--- src/rtl/i3c_pkg.sv ---
// i3c_pkg: bus-state encoding and default parameter values shared by the I3C bus condition detector
package i3c_pkg;
    localparam int SYNC_STAGES_DEF     = 2;
    localparam int FILT_LEN_DEF        = 3;
    localparam int BUS_FREE_CYCLES_DEF = 16;
    localparam logic [1:0] ST_FREE      = 2'd0;
    localparam logic [1:0] ST_BUSY      = 2'd1;
    localparam logic [1:0] ST_WAIT_FREE = 2'd2;
endpackage

--- src/rtl/i3c_sync_filter.sv ---
// i3c_sync_filter: pad synchronizer with optional glitch filter
// Filter present only when I3C_GLITCH_FILTER_EN is defined; otherwise the last sync flop is the level.
module i3c_sync_filter
    import i3c_pkg::*;
#(
    parameter int SYNC_STAGES = SYNC_STAGES_DEF,
    parameter int FILT_LEN    = FILT_LEN_DEF
) (
    input  logic clk,
    input  logic rst,
    input  logic i_raw,
    output logic o_level
);
    logic [SYNC_STAGES-1:0] r_sync;
    always_ff @(posedge clk) begin
        if (rst) r_sync <= '1;
        else     r_sync <= {r_sync[SYNC_STAGES-2:0], i_raw};
    end
`ifdef I3C_GLITCH_FILTER_EN
    logic [3:0] r_cnt;
    logic       r_level;
    // the level flips only after FILT_LEN consecutive disagreeing samples
    always_ff @(posedge clk) begin
        if (rst) begin
            r_cnt   <= '0;
            r_level <= 1'b1;
        end else if (r_sync[SYNC_STAGES-1] == r_level) begin
            r_cnt <= '0;
        end else if (r_cnt == 4'(FILT_LEN - 1)) begin
            r_cnt   <= '0;
            r_level <= r_sync[SYNC_STAGES-1];
        end else begin
            r_cnt <= r_cnt + 4'd1;
        end
    end
    assign o_level = r_level;
`else
    assign o_level = r_sync[SYNC_STAGES-1];
`endif
endmodule

--- src/rtl/i3c_bus_cond_detector.sv ---
// i3c_bus_cond_detector: START/repeated-START/STOP detection and bus busy/free tracking
// Glitch filter on the bus lines is enabled by defining I3C_GLITCH_FILTER_EN.
module i3c_bus_cond_detector
    import i3c_pkg::*;
#(
    parameter int SYNC_STAGES     = SYNC_STAGES_DEF,
    parameter int FILT_LEN        = FILT_LEN_DEF,
    parameter int BUS_FREE_CYCLES = BUS_FREE_CYCLES_DEF
) (
    input  logic clk,
    input  logic rst,
    input  logic scl_in,
    input  logic sda_in,
    output logic scl_f,
    output logic sda_f,
    output logic scl_rising,
    output logic scl_falling,
    output logic start_detected,
    output logic rstart_detected,
    output logic stop_detected,
    output logic bus_busy,
    output logic bus_free
);
    logic [1:0] r_state;
    logic [1:0] w_next_state;
    logic [7:0] r_idle_cnt;
    logic       r_scl_prev;
    logic       r_sda_prev;
    logic       w_scl_hi;
    logic       w_start;
    logic       w_stop;

    i3c_sync_filter #(.SYNC_STAGES(SYNC_STAGES), .FILT_LEN(FILT_LEN)) u_scl (
        .clk(clk), .rst(rst), .i_raw(scl_in), .o_level(scl_f)
    );
    i3c_sync_filter #(.SYNC_STAGES(SYNC_STAGES), .FILT_LEN(FILT_LEN)) u_sda (
        .clk(clk), .rst(rst), .i_raw(sda_in), .o_level(sda_f)
    );

    // SCL must be stable high across the SDA edge, so simultaneous changes never qualify
    assign w_scl_hi = scl_f & r_scl_prev;
    assign w_start  = w_scl_hi & r_sda_prev & ~sda_f;
    assign w_stop   = w_scl_hi & ~r_sda_prev & sda_f;

    always_comb begin
        w_next_state = w_start ? ST_BUSY :
                       (r_state == ST_BUSY && w_stop) ? ST_WAIT_FREE :
                       (r_state == ST_WAIT_FREE && r_idle_cnt == 8'(BUS_FREE_CYCLES)) ? ST_FREE :
                       r_state;
    end

    always_ff @(posedge clk) begin
        if (rst) begin
            r_scl_prev      <= 1'b1;
            r_sda_prev      <= 1'b1;
            scl_rising      <= 1'b0;
            scl_falling     <= 1'b0;
            start_detected  <= 1'b0;
            rstart_detected <= 1'b0;
            stop_detected   <= 1'b0;
            r_state         <= ST_WAIT_FREE;
            r_idle_cnt      <= 8'd0;
        end else begin
            r_scl_prev      <= scl_f;
            r_sda_prev      <= sda_f;
            scl_rising      <= scl_f & ~r_scl_prev;
            scl_falling     <= ~scl_f & r_scl_prev;
            start_detected  <= w_start;
            rstart_detected <= w_start & (r_state == ST_BUSY);
            stop_detected   <= w_stop;
            r_state         <= w_next_state;
            r_idle_cnt      <= (r_state != ST_WAIT_FREE || w_stop || !(scl_f && sda_f)) ? 8'd0 :
                               r_idle_cnt + {7'd0, r_idle_cnt != 8'hFF};
        end
    end

    assign bus_busy = (r_state == ST_BUSY);
    assign bus_free = (r_state == ST_FREE);
endmodule

--- config.mk ---
export PLATFORM = sky130hd
export DESIGN_NAME = i3c_bus_cond_detector
export DESIGN_NICKNAME = d
export VERILOG_FILES = /design/src/rtl/i3c_pkg.sv /design/src/rtl/i3c_sync_filter.sv /design/src/rtl/i3c_bus_cond_detector.sv
export SDC_FILE = /design/constraint.sdc
export NUM_CORES = 1
export LEC_CHECK = 0
export CORE_MARGIN = 5
export CORE_UTILIZATION = 49
export CTS_CLUSTER_DIAMETER = 200
export CTS_CLUSTER_SIZE = 8
export DETAILED_ROUTE_END_ITERATION = 10
export GPL_TIMING_DRIVEN = 0
export PLACE_DENSITY = 0.74
export SLEW_MARGIN = 15
export SYNTH_ARGS = -nofsm -noshare
export SYNTH_HDL_FRONTEND = slang
export SYNTH_SLANG_ARGS = --single-unit
--- constraint.sdc ---
create_clock -name clk -period 2 [get_ports clk]
set_clock_uncertainty 0.15 [all_clocks]
set_input_delay 0.2 -clock clk [delete_from_list [all_inputs] [get_ports clk]]
set_output_delay 0.2 -clock clk [all_outputs]
set_load 0.02 [all_outputs]
==> results of run 1 <==
==> kinds of logic after synthesis <==
| group | count (synthesis) | share of synthesized area, % |
|---|---|---|
| and+or+nand+nor | 40 | 29.4 |
| DFF | 21 | 54.2 |
| AOI/OAI and AO/OA | 10 | 8.39 |
| xor gates and xnor gates | 3 | 3.39 |
| buffers and inverters | 3 | 1.45 |
| adders and majority gates | 2 | 3.23 |
==> synth_stat cells <==
library cell	n	area share, %
a31oi_1	1	0.81
o21ai_0	3	1.9
a211oi_1	1	0.97
inv_1	3	1.5
nand3_1	4	2.6
xor2_1	2	2.3
nand4b_1	1	1.1
a21oi_1	2	1.3
nor4_1	1	0.81
a21oi_2	1	1.1
nand3_2	1	1.3
nand4_1	3	2.4
dfxtp_1	21	54
a311o_1	1	1.3
o31ai_1	1	0.97
xnor2_1	1	1.1
nor2b_1	4	3.2
nor3b_1	1	0.97
or3_1	3	2.4
or2_2	7	5.6
and3_1	1	0.81
nor2_1	8	3.9
and2_1	2	1.6
nand2_1	3	1.5
ha_1	2	3.2
nor4b_1	1	1.1
==> sequential cells by signal, indices dropped and copies added (netlist names) <==
signal,count
r_scl_prev,1
start_detected,1
r_state,2
u_scl.r_sync,2
u_sda.r_sync,2
r_sda_prev,1
scl_rising,1
scl_falling,1
rstart_detected,1
r_idle_cnt,8
stop_detected,1
==> report_power, final <==
part / internal [mW] / switching (mW) / leakage, nW / total, mW
clock network: 0.0743 / 0.120 / 0.0177 / 0.194
logic: 0.0277 / 0.0274 / 0.162 / 0.0551
registers: 0.431 / 0.0121 / 0.172 / 0.443
==> area by class of cell <==
type / instances / area share [%]
multi-input combinational: 55 / 36.4
tap: 16 / 2.12
timing repair buffer: 12 / 12.7
clock buffer: 3 / 2.38
inverter: 3 / 1.19
sequential: 21 / 44.7
clock inverter: 1 / 0.529
==> critical path, cell delays in order (launching register included) <==
cell and delay, ns:
dfxtp_1 0.41, nand4_1 0.15, or2_2 0.32, ha_1 0.21, ha_1 0.23, nand3_1 0.10, xor2_1 0.15, nor2_1 0.05
==> stage by stage <==
step | util (%) | hold WS [ns] | cells | setup WS (ns) | instance area [um^2]
floorplan | - | 0.122 | 79 | 0.223 | 776
global placement | 60.8 | 0.244 | 107 | 0.0888 | 916
detailed placement | 60.8 | 0.245 | 107 | 0.0827 | 916
CTS | 62.6 | 0.274 | 111 | 0.0617 | 943
global route | 62.8 | 0.288 | 111 | 0.0124 | 946
finish | 62.8 | 0.272 | 111 | 0.121 | 946
==> cell usage in the layout, fill, tap and decap left out, types with 2 or more instances in the layout <==
cell	instances
or3_1	3
nand3_1	4
inv_1	3
a21oi_1	2
nand4_1	3
or2_2	7
clkdlybuf4s50_1	12
dfxtp_1	19
dfxtp_2	2
nor2b_1	4
clkbuf_4	3
ha_1	2
and2_1	2
nand2_1	3
nor2_1	8
xor2_1	2
o21ai_0	3
==> how the worst min path moves through the flow <==
stage | depth (start not counted) | slack [ns] | to | start
floorplan | 1 | 0.12 | stop_detected$_SDFF_PP0_ | rst
global placement | 1 | 0.24 | u_sda.r_sync[1]$_SDFF_PP1_ | u_sda.r_sync[0]$_SDFF_PP1_
detailed placement | 1 | 0.25 | u_sda.r_sync[1]$_SDFF_PP1_ | u_sda.r_sync[0]$_SDFF_PP1_
CTS | 1 | 0.27 | u_sda.r_sync[1]$_SDFF_PP1_ | u_sda.r_sync[0]$_SDFF_PP1_
global route | 2 | 0.29 | u_scl.r_sync[0]$_SDFF_PP1_ | scl_in
finish | 1 | 0.27 | u_sda.r_sync[1]$_SDFF_PP1_ | u_sda.r_sync[0]$_SDFF_PP1_
==> layer usage <==
| metal | wire [um] | track usage, % | vias up |
|---|---|---|---|
| li1 | - | - | 305 |
| met1 | 592 | 14.8 | 274 |
| met2 | 546 | 13.6 | 20 |
| met3 | 95 | 3.61 | 2 |
| met4 | 5 | 3.93 | 0 |
| met5 | 0 | 0 | - |
==> repair_timing <==
action | in CTS | in global routing
hold buffers | 0 | 0
resized for setup | 0 | 2
setup endpoints to repair | 0 | 2
==> flow_summary.json, run 1 <==
{
  "ctsLongestPathBuffers": 2,
  "cts_setup_buffers": 0,
  "slew_viol_final": 0,
  "timing.fmax_mhz": 532,
  "ios": 13,
  "num_antenna_cells": 0,
  "drcViolationCount": 0,
  "reg2reg_from": "r_idle_cnt[4]$_SDFF_PP0_",
  "portBuffers": 12,
  "area_growth_pct": 21.9,
  "status": "complete, no violations",
  "powerDensity_nw_per_um2": 732,
  "final_nets": 102,
  "syn_area_um2": 776,
  "path_max_fanout": 5,
  "grt_pass1_vias": 449,
  "start_util_pct": 51.5,
  "final-seq-area_um2": 423,
  "grt_usage_pct": 10.2,
  "r2r_slack_ns": 0.12,
  "p_total_uw": 692,
  "tns_ns": 0,
  "rows": 14,
  "path_clk_slew_ns": 0.11,
  "multiInputGateArea_um2": 344,
  "first_pass_iters": 4,
  "cts_sinks": 21,
  "max_slew.worst_pin.slew_ns": 0.400,
  "layout_min_cycle_time_ns": 1.88,
  "cts_tree": "done",
  "ant_nets": 0,
  "p_leak_nw": 0.352,
  "drt_iter0_markers": 15,
  "rsz0062_at_grt": "no",
  "wl_um": 1240,
  "clk-insertion-delay-late_ns": 0.29,
  "cts_max_level": 1,
  "synthCells": 79,
  "final_layout_size_suffix_gt1_share_pct": 15.8,
  "overflow": 0,
  "path_class": "flip-flop to flip-flop",
  "grt_pass1_wl_um": 1970,
  "ir_drop_uv": 523,
  "die_h_um": 49.8,
  "die_width_um": 49.8,
  "critPathCaptureType": "flip-flop",
  "avgViaCountPerCell": 5.41,
  "avgSynthCellArea_um2": 9.82,
  "core_area_um2": 1510,
  "yosysWarnings": 0,
  "seq_area_frac_synth_pct": 54.2,
  "report.final.hold_viol_count": 0,
  "ys_ff_latch": 21,
  "fillers": 131,
  "r2r-end": "r_idle_cnt[4]$_SDFF_PP0_",
  "crit_required_ns": 2.03,
  "worstPathArrival_ns": 1.91,
  "cp-start-kind": "flip-flop",
  "cts_buffers": 3,
  "synth.distinct_cells": 26,
  "gp_congestion": 0.800,
  "vias": 601,
  "place.detailed.hpwl_um": 912,
  "cp-endpoint": "r_idle_cnt[4]$_SDFF_PP0_",
  "synthesis.nets": 85,
  "grt_max_degree": 13,
  "r2r_cells": 7,
  "antenna_found_initial": 0,
  "finalCritPeriodShare_pct": 93.9,
  "maxSlewHeadroom_pct": 73.3,
  "startpoint": "r_idle_cnt[4]$_SDFF_PP0_",
  "min_path_type": "flip-flop to flip-flop",
  "setup-violations-final": 0,
  "wl_per_cell_um": 11.2,
  "clockRootBuffer": "clkbuf_4",
  "cap_violations": 0,
  "die-area_um2": 2480
}
No activity file was read; power rests on OpenSTA's default activity.
==> run 2, diff against run 1 <==
==> constraint.sdc (replaced) <==
create_clock -name clk -period 2 [get_ports clk]
set_clock_uncertainty 0.15 [all_clocks]
set_input_delay 0.4 -clock clk [delete_from_list [all_inputs] [get_ports clk]]
set_output_delay 0.4 -clock clk [all_outputs]
set_load 0.02 [all_outputs]
==> run 2 against run 1 <==
Net effect: die area unchanged; critical path depth down 6; via count down 0.67%; sequential power about the same; register-to-register slack about the same; count of clock-buffer cells in the layout unchanged; first-iteration DRC count unchanged; clock power about the same; global-route usage unchanged.
==> flow_summary.json, run 2 (synthesized netlist as in run 1, its figures left out) <==
{
  "wl_um": 1230,
  "power.internal_uw": 532,
  "die_h_um": 49.8,
  "first_pass_iters": 4,
  "ant_nets": 0,
  "report.final.hold_viol_count": 0,
  "hold_depth": 1,
  "avgViaCountPerCell": 5.38,
  "path_max_fanout": 6,
  "path_clk_slew_ns": 0.11,
  "antenna_found_initial": 0,
  "finalCritPeriodShare_pct": 96.4,
  "critPathMaxStageDelay_ns": 0.64,
  "mostFrequentLayoutCells": "19 x dfxtp_1, 9 x clkdlybuf4s50_1, 8 x nor2_1",
  "pwr-share-seq_pct": 64.1,
  "rsz0062_at_grt": "no",
  "timing.fmax_mhz": 519,
  "cp_slowest_cell": "clkdlybuf4s50_1",
  "layout_min_cycle_time_ns": 1.93,
  "cap_violations": 0,
  "holdBufCountCts": 0,
  "grt_max_degree": 13,
  "cts_buffers": 3,
  "largest_reg_flops": 8,
  "swShare_pct": 22.9,
  "final_nets": 102,
  "setup-violations-final": 0,
  "clkPwrFrac_pct": 28.0,
  "vias": 597,
  "final_common_cell": "dfxtp_1",
  "max_slew.worst_pin.slew_ns": 0.399,
  "r2r_cells": 7,
  "p_switching_uw": 158,
  "grt_pass1_wl_um": 1970,
  "ctsLongestPathBuffers": 2,
  "slew_viol_final": 0,
  "cts_tree": "done",
  "wl_per_cell_um": 11.1,
  "powerDensity_nw_per_um2": 727,
  "cts_setup_buffers": 0,
  "crit_required_ns": 1.45,
  "worstPathArrival_ns": 1.38,
  "place.detailed.hpwl_um": 912,
  "num_antenna_cells": 0,
  "core_area_um2": 1510,
  "path_delay_family": "buffers and inverters",
  "tns_ns": 0,
  "ir_drop_uv": 521,
  "die-area_um2": 2480,
  "portBuffers": 12,
  "crit_buf_inv": 1,
  "critPathCaptureType": "primary output",
  "rows": 14,
  "drcViolationCount": 0,
  "final_layout_size_suffix_gt1_share_pct": 15.8,
  "clockRootBuffer": "clkbuf_4",
  "gp_congestion": 0.800,
  "start_util_pct": 51.5,
  "path_class": "flip-flop to primary output",
  "grt_pass1_vias": 449,
  "path_cells": "clkdlybuf4s50_1",
  "drt_iter0_markers": 15,
  "clk-insertion-delay-late_ns": 0.29,
  "status": "complete, no violations",
  "cts_max_level": 1,
  "cp-start-kind": "flip-flop",
  "worst-path-stages": 1,
  "min_path_type": "flip-flop to flip-flop",
  "whs_ns": 0.272,
  "p_comb_share_pct": 7.9,
  "cts_sinks": 21,
  "overflow": 0,
  "p_leak_nw": 0.376,
  "die_width_um": 49.8,
  "maxSlewHeadroom_pct": 73.3,
  "ios": 13,
  "area_growth_pct": 22.4,
  "grt_usage_pct": 10.2,
  "top_register": "r_idle_cnt"
}
[run 2: changes by cell type in the layout (fill, tap and decap cells not counted)]
cell             previous run  this run
clkdlybuf4s50_1            12         9
dlygate4sd2_1               0         1
dlymetal6s2s_1              0         2
[run 2: routing by layer]
layer / track usage, % / part of all wire, % / vias up
met5: 0 / 0 / -
met4: 3.93 / 0.41 / 0
met3: 3.61 / 7.6 / 2
met2: 13.6 / 44 / 18
met1: 14.8 / 48 / 270
li1: - / - / 307
[run 2: final timing paths]
kind              slack, ns                       start                          to
setup reg to reg       0.12    r_idle_cnt[4]$_SDFF_PP0_    r_idle_cnt[4]$_SDFF_PP0_
hold / removal         0.27  u_sda.r_sync[0]$_SDFF_PP1_  u_sda.r_sync[1]$_SDFF_PP1_
setup / recovery       0.07  u_sda.r_sync[1]$_SDFF_PP1_                       sda_f
hold reg to reg        0.27  u_sda.r_sync[0]$_SDFF_PP1_  u_sda.r_sync[1]$_SDFF_PP1_
[run 2: power by group through the flow]
stage | sequential (mW) | combinational [mW] | clock [mW]
global placement | 0.451 | 0.0542 | 0
finish | 0.443 | 0.0546 | 0.193
detailed placement | 0.452 | 0.0553 | 0
CTS | 0.443 | 0.0553 | 0.203
floorplan | 0.454 | 0.0294 | 0
global route | 0.445 | 0.0596 | 0.227
[run 2: area by class of cell]
class                   instances  area [um^2]
flip-flops and latches         21          423
fillers                       132          557
clock inverters                 1         5.00
clock buffers                   3         22.5
repair buffers                 12          124
multi-input cells              55          344
inverters                       3         11.3
well taps                      16         20.0
[run 2: timing repair]
item	4_1_cts	5_1_grt
pin swaps	0	0
gates resized for setup	1	4
setup endpoints to repair	1	4
hold endpoints to repair	0	0
[run 2: metrics by stage]
| step | std cells | util (%) | power (mW) | cell area (um^2) | worst slack [ns] |
|---|---|---|---|---|---|
| floorplan | 79 | - | 0.483 | 776 | 0.223 |
| global placement | 107 | 60.8 | 0.506 | 916 | 0.0111 |
| detailed placement | 107 | 60.8 | 0.507 | 916 | -0.0169 |
| CTS | 111 | 62.5 | 0.701 | 942 | 0.0427 |
| global route | 111 | 63.0 | 0.731 | 950 | 0.00651 |
| finish | 111 | 63.0 | 0.691 | 950 | 0.0723 |
